==> src/rtl/instruction_fetch_unit_pkg.sv <==
// Shared types and constants for the two-byte instruction fetch sequencer.
package instruction_fetch_unit_pkg;

  localparam int DEF_ADDR_W = 16;

  typedef enum logic [1:0] {
    IDLE  = 2'd0,
    RD_LO = 2'd1,
    RD_HI = 2'd2,
    DONE  = 2'd3
  } state_t;

  localparam logic LH_LOW  = 1'b0;
  localparam logic LH_HIGH = 1'b1;

endpackage

==> src/rtl/instruction_fetch_unit_if.sv <==
// Bundle of control, memory and instruction-register signals around the fetch unit.
// Memory handshake: MemRead is held with a stable MemAddr until a cycle with
// MemReady=1; MemData is consumed in that same cycle, and the IR captures it on the next edge.
interface instruction_fetch_unit_if #(
  parameter int ADDR_W = instruction_fetch_unit_pkg::DEF_ADDR_W
);
  logic              FetchStart;
  logic              PCLoad;
  logic [ADDR_W-1:0] PCIn;
  logic [ADDR_W-1:0] MemAddr;
  logic              MemRead;
  logic              MemReady;
  logic [7:0]        MemData;
  logic [7:0]        IRData;
  logic              IRWrite;
  logic              IRLH;
  logic [ADDR_W-1:0] PCOut;
  logic              Busy;
  logic              FetchDone;

  modport master (
    input  FetchStart, PCLoad, PCIn, MemReady, MemData,
    output MemAddr, MemRead, IRData, IRWrite, IRLH, PCOut, Busy, FetchDone
  );

  modport slave (
    output FetchStart, PCLoad, PCIn, MemReady, MemData,
    input  MemAddr, MemRead, IRData, IRWrite, IRLH, PCOut, Busy, FetchDone
  );
endinterface

==> src/rtl/instruction_fetch_unit.sv <==
// Fetches a 16-bit instruction as two bytes (low at PC, high at PC+1) and
// streams them into the instruction register, advancing PC per byte.
module instruction_fetch_unit
  import instruction_fetch_unit_pkg::*;
#(
  parameter int                ADDR_W   = DEF_ADDR_W,
  parameter logic [ADDR_W-1:0] RESET_PC = '0
) (
  input  logic                     Clock,
  input  logic                     Reset,
  instruction_fetch_unit_if.master bus,
  output state_t                   dbg_state_o
);

  state_t            state_q, state_d;
  logic [ADDR_W-1:0] pc_q, pc_d;

  always_ff @(posedge Clock or negedge Reset) begin
    if (!Reset) begin
      state_q <= IDLE;
      pc_q    <= RESET_PC;
    end else begin
      state_q <= state_d;
      pc_q    <= pc_d;
    end
  end

  always_comb begin
    state_d       = state_q;
    pc_d          = pc_q;
    bus.MemAddr   = '0;
    bus.MemRead   = 1'b0;
    bus.IRData    = 8'h00;
    bus.IRWrite   = 1'b0;
    bus.IRLH      = LH_LOW;
    bus.FetchDone = 1'b0;
    unique case (state_q)
      IDLE: begin
        // A simultaneous load and start fetches from the new target.
        if (bus.PCLoad)     pc_d    = bus.PCIn;
        if (bus.FetchStart) state_d = RD_LO;
      end
      RD_LO: begin
        bus.MemRead = 1'b1;
        bus.MemAddr = pc_q;
        if (bus.MemReady) begin
          bus.IRWrite = 1'b1;
          bus.IRData  = bus.MemData;
          pc_d        = pc_q + ADDR_W'(1);
          state_d     = RD_HI;
        end
      end
      RD_HI: begin
        bus.MemRead = 1'b1;
        bus.MemAddr = pc_q;
        bus.IRLH    = LH_HIGH;
        if (bus.MemReady) begin
          bus.IRWrite = 1'b1;
          bus.IRData  = bus.MemData;
          pc_d        = pc_q + ADDR_W'(1);
          state_d     = DONE;
        end
      end
      DONE: begin
        bus.FetchDone = 1'b1;
        state_d       = IDLE;
      end
      default: state_d = IDLE;
    endcase
  end

  assign bus.PCOut   = pc_q;
  assign bus.Busy    = (state_q != IDLE);
  assign dbg_state_o = state_q;

endmodule

==> src/flat_wrapper.sv <==
// flat-port wrapper written by rule: the top's interface ports become plain ports
module instruction_fetch_unit_flat import instruction_fetch_unit_pkg::*;
#(
  parameter int                ADDR_W   = DEF_ADDR_W,
  parameter logic [ADDR_W-1:0] RESET_PC = '0
)
  (Clock, Reset, dbg_state_o, bus_FetchStart, bus_PCLoad, bus_PCIn, bus_MemReady, bus_MemData, bus_MemAddr, bus_MemRead, bus_IRData, bus_IRWrite, bus_IRLH, bus_PCOut, bus_Busy, bus_FetchDone);
  instruction_fetch_unit_if #(.ADDR_W(ADDR_W)) bus_i ();
  input  logic Clock;
  input  logic Reset;
  output state_t dbg_state_o;
  input wire logic [$bits(bus_i.FetchStart)-1:0] bus_FetchStart;
  input wire logic [$bits(bus_i.PCLoad)-1:0] bus_PCLoad;
  input wire logic [$bits(bus_i.PCIn)-1:0] bus_PCIn;
  input wire logic [$bits(bus_i.MemReady)-1:0] bus_MemReady;
  input wire logic [$bits(bus_i.MemData)-1:0] bus_MemData;
  output wire logic [$bits(bus_i.MemAddr)-1:0] bus_MemAddr;
  output wire logic [$bits(bus_i.MemRead)-1:0] bus_MemRead;
  output wire logic [$bits(bus_i.IRData)-1:0] bus_IRData;
  output wire logic [$bits(bus_i.IRWrite)-1:0] bus_IRWrite;
  output wire logic [$bits(bus_i.IRLH)-1:0] bus_IRLH;
  output wire logic [$bits(bus_i.PCOut)-1:0] bus_PCOut;
  output wire logic [$bits(bus_i.Busy)-1:0] bus_Busy;
  output wire logic [$bits(bus_i.FetchDone)-1:0] bus_FetchDone;
  assign bus_i.FetchStart = bus_FetchStart;
  assign bus_i.PCLoad = bus_PCLoad;
  assign bus_i.PCIn = bus_PCIn;
  assign bus_i.MemReady = bus_MemReady;
  assign bus_i.MemData = bus_MemData;
  assign bus_MemAddr = bus_i.MemAddr;
  assign bus_MemRead = bus_i.MemRead;
  assign bus_IRData = bus_i.IRData;
  assign bus_IRWrite = bus_i.IRWrite;
  assign bus_IRLH = bus_i.IRLH;
  assign bus_PCOut = bus_i.PCOut;
  assign bus_Busy = bus_i.Busy;
  assign bus_FetchDone = bus_i.FetchDone;
  instruction_fetch_unit #(.ADDR_W(ADDR_W), .RESET_PC(RESET_PC)) u_core (.Clock(Clock), .Reset(Reset), .bus(bus_i), .dbg_state_o(dbg_state_o));
endmodule
==> config.mk <==
export PLATFORM = sky130hd
export DESIGN_NAME = instruction_fetch_unit_flat
export DESIGN_NICKNAME = d
export VERILOG_FILES = /design/src/rtl/instruction_fetch_unit_pkg.sv /design/src/rtl/instruction_fetch_unit_if.sv /design/src/rtl/instruction_fetch_unit.sv /design/src/flat_wrapper.sv
export SDC_FILE = /design/constraint.sdc
export NUM_CORES = 1
export LEC_CHECK = 0
export CORE_ASPECT_RATIO = 1.4
export CORE_MARGIN = 3
export CORE_UTILIZATION = 42
export CTS_CLUSTER_SIZE = 10
export DETAILED_ROUTE_END_ITERATION = 8
export PLACE_DENSITY_LB_ADDON = 0.1
export RECOVER_POWER = 25
export SLEW_MARGIN = 10
export SYNTH_ARGS = -nofsm -noshare
export SYNTH_HDL_FRONTEND = slang
export SYNTH_SLANG_ARGS = --single-unit
==> constraint.sdc <==
create_clock -name Clock -period 5.55 [get_ports Clock]
set_input_delay 1.11 -clock Clock [delete_from_list [all_inputs] [get_ports Clock]]
set_output_delay 1.11 -clock Clock [all_outputs]
set_load 0.05 [all_outputs]
==> flow_summary.toml <==
[floorplan]
io_pins = 76
core_um2 = 2993
fp.dieH_um = 73.36
initial_core_util_pct = 45.48
die_area_um2 = 3970
die_x_um = 54.12
row_count = 23

[synth]
yosysSeqAreaShare_pct = 33.09
synth_compound_area_share_pct = 19.03
synth_top_family_by_area = "simple AND/OR/NAND/NOR gates"
synth_xor_area_share_pct = 0
synth_area_leaders = "dfrtp_1 33%, a21oi_1 6.3%, ha_1 5.5%"
synth_fp_nets = 206
synth.top_cell.area_share_pct = 33.09
ys_ff_latch = 18
yosysUniqueCellTypes = 31
synth_simple_gate_area_share_pct = 32.35
synthesis.instances = 171
synthAdderAreaFrac_pct = 5.515
yosys.area.top_type = "dfrtp_1"
synthMuxAreaShare_pct = 3.676
syn_avg_cell_area_um2 = 7.961
yosys_warnings = 0
syn_area_um2 = 1361

[run]
drv_cap = 0

[critical_path]
arrival_ns = 2.88
crit_type = "input pin to output port"
critPathMaxFanout = 12
critical_path_required_ns = 4.44
rr_startpoint = "u_core.dbg_state_o[0]"
reg2reg_depth = 7
r2r_setup_slack_ns = 2.83
cp-end-kind = "output port"
worstReg2RegEnd = "u_core.bus.PCOut[0]"
worstSetupStartpointType = "input pin"

[clocking]
insertion_delay_ns = 0.26
cts_hold_buf = 0
clock_sinks = 18
numCtsBuffers = 3
clockRootBuffer = "clkbuf_8"
ctsResizeCount = 0
post_cts_buffers = 0
cts_tree = "done"
htree_num_levels = 1
clk_pin_slew_ns = 0.07
cts_buffer_depth = 2

[grt]
antenna_found_initial = 0
grt_pass1_wl_um = 6900
grt_pass1_vias = 1539
grt_usage_pct = 23.25
grt_max_degree = 55
overflow = 0

[sta]
setup_violations = 0
fmax_ghz = 0.2509
slew_viol_final = 0
finalCriticalPeriod_ns = 3.985
whs_ns = 0.5969
rsz0062_at_grt = "no"
slew_headroom_pct = 22.36
finalCritPeriodShare_pct = 71.81
tns_ns = 0
fin_skew_ns = 0.004604
hold_viol = 0
tightestPinTransition_ns = 1.158

[final_layout]
syn_to_final_growth_pct = 59.56
fillers = 255
layout.nets = 276
antennaDiodeCount = 0
drive_above_1_share_pct = 4.167
utilization_pct = 72.58

[worst_hold_path]
hp-class = "flip-flop to flip-flop"
holdPathEnd = "u_core.dbg_state_o[1]"
hold_path_depth = 2
hold_start = "u_core.dbg_state_o[1]"

[routing]
drt_pass1_iterations = 4
drt_iter0_drc = 53
vias_per_cell = 5.711
post_drt_wl_per_cell_um = 15.81
wl_um = 4378
vias = 1582
ant_nets = 0
remaining_drc_errors = 0

[place]
io_buffer_count = 75
dp_hpwl_um = 3276
place_congestion = 0.8669

[outcome]
status = "finished, final reports clean"
[worst max path at each step]
stage | end | start | cells after the start | slack [ns]
2_1_floorplan | bus_IRData[3] | u_core.dbg_state_o[0] | 6 | 1.92
3_3_place_gp | bus_IRData[3] | bus_MemReady | 3 | 1.67
3_5_place_dp | bus_IRData[5] | bus_MemReady | 3 | 1.64
4_1_cts | bus_IRData[5] | bus_MemReady | 3 | 1.64
5_1_grt | bus_IRData[4] | bus_MemReady | 3 | 1.50
6_report | bus_IRData[4] | bus_MemReady | 3 | 1.56
[per-layer routing]
metal | vias to the layer above | share of wire, % | global-route usage [%] | wire [µm]
met4 | 0 | 2.0 | 9.141 | 87
met3 | 9 | 6.6 | 4.868 | 289
met5 | - | 0 | 0 | 0
li1 | 764 | - | - | -
met1 | 750 | 38 | 24.97 | 1669
met2 | 59 | 53 | 42.59 | 2332
[Yosys cell counts]
library cell,n
dfrtp_1,18
a21oi_1,17
nand2_1,14
nand3_1,13
and2_1,11
and3_1,10
inv_1,10
o21ai_0,10
ha_1,6
nand4_1,6
a2bb2oi_1,5
buf_2,5
clkbuf_1,5
mux2i_1,5
nor2_1,5
nor4_1,5
o22ai_1,5
nor3_1,3
and4_2,2
nor2b_1,2
o32ai_1,2
o41ai_1,2
or4_1,2
a31oi_1,1
and2_2,1
clkbuf_2,1
nand2b_1,1
nor3_2,1
o21a_1,1
or3_1,1
or3_4,1
[critical path, stage by stage]
cell             delay [ns]
dlygate4sd3_1          0.74
and3_1                 0.21
clkdlybuf4s50_1        0.81
[stage by stage]
stage | instance area (µm²) | cells | setup slack (ns)
6_report | 2172 | 277 | 1.565
5_1_grt | 2172 | 277 | 1.495
4_1_cts | 2172 | 277 | 1.644
3_5_place_dp | 2117 | 273 | 1.642
3_3_place_gp | 2117 | 273 | 1.672
2_1_floorplan | 1361 | 171 | 1.923
[cells by family after synthesis]
family / Yosys count
muxes: 5
DFF: 18
buffers and inverters: 21
and+or+nand+nor: 78
AOI/OAI and AO/OA: 43
adders and majority gates: 6
[area by class of cell]
cell class	instances	area, µm²	share of cell area [%]
well taps	37	46.29	2.131
clock buffers	4	55.05	2.535
multi-input cells	132	824.5	37.96
repair buffers	76	758.2	34.91
flip-flops and latches	18	450.4	20.74
inverters	10	37.54	1.728
[registers in the layout (all words and copies together), names as in the netlist]
register	cells
u_core.bus.PCOut	16
u_core.dbg_state_o	2
[placed cells by master, fill, tap and decap left out, types with 3 or more instances in the layout]
cell type / instances
clkdlybuf4s50_1: 73
dfrtp_1: 18
inv_1: 10
and3_1: 10
a2bb2oi_1: 5
nand2_1: 14
nand3_1: 13
clkbuf_8: 4
nand4_1: 6
nor2_1: 5
nor4_1: 5
and2_1: 11
o21ai_0: 10
mux2i_1: 5
nor3_1: 3
a21oi_1: 17
ha_1: 6
o22ai_1: 5
Power is left out: the tool's default activity adds up to more than one toggle a clock period on the data nets, which glitch-free logic cannot reach.
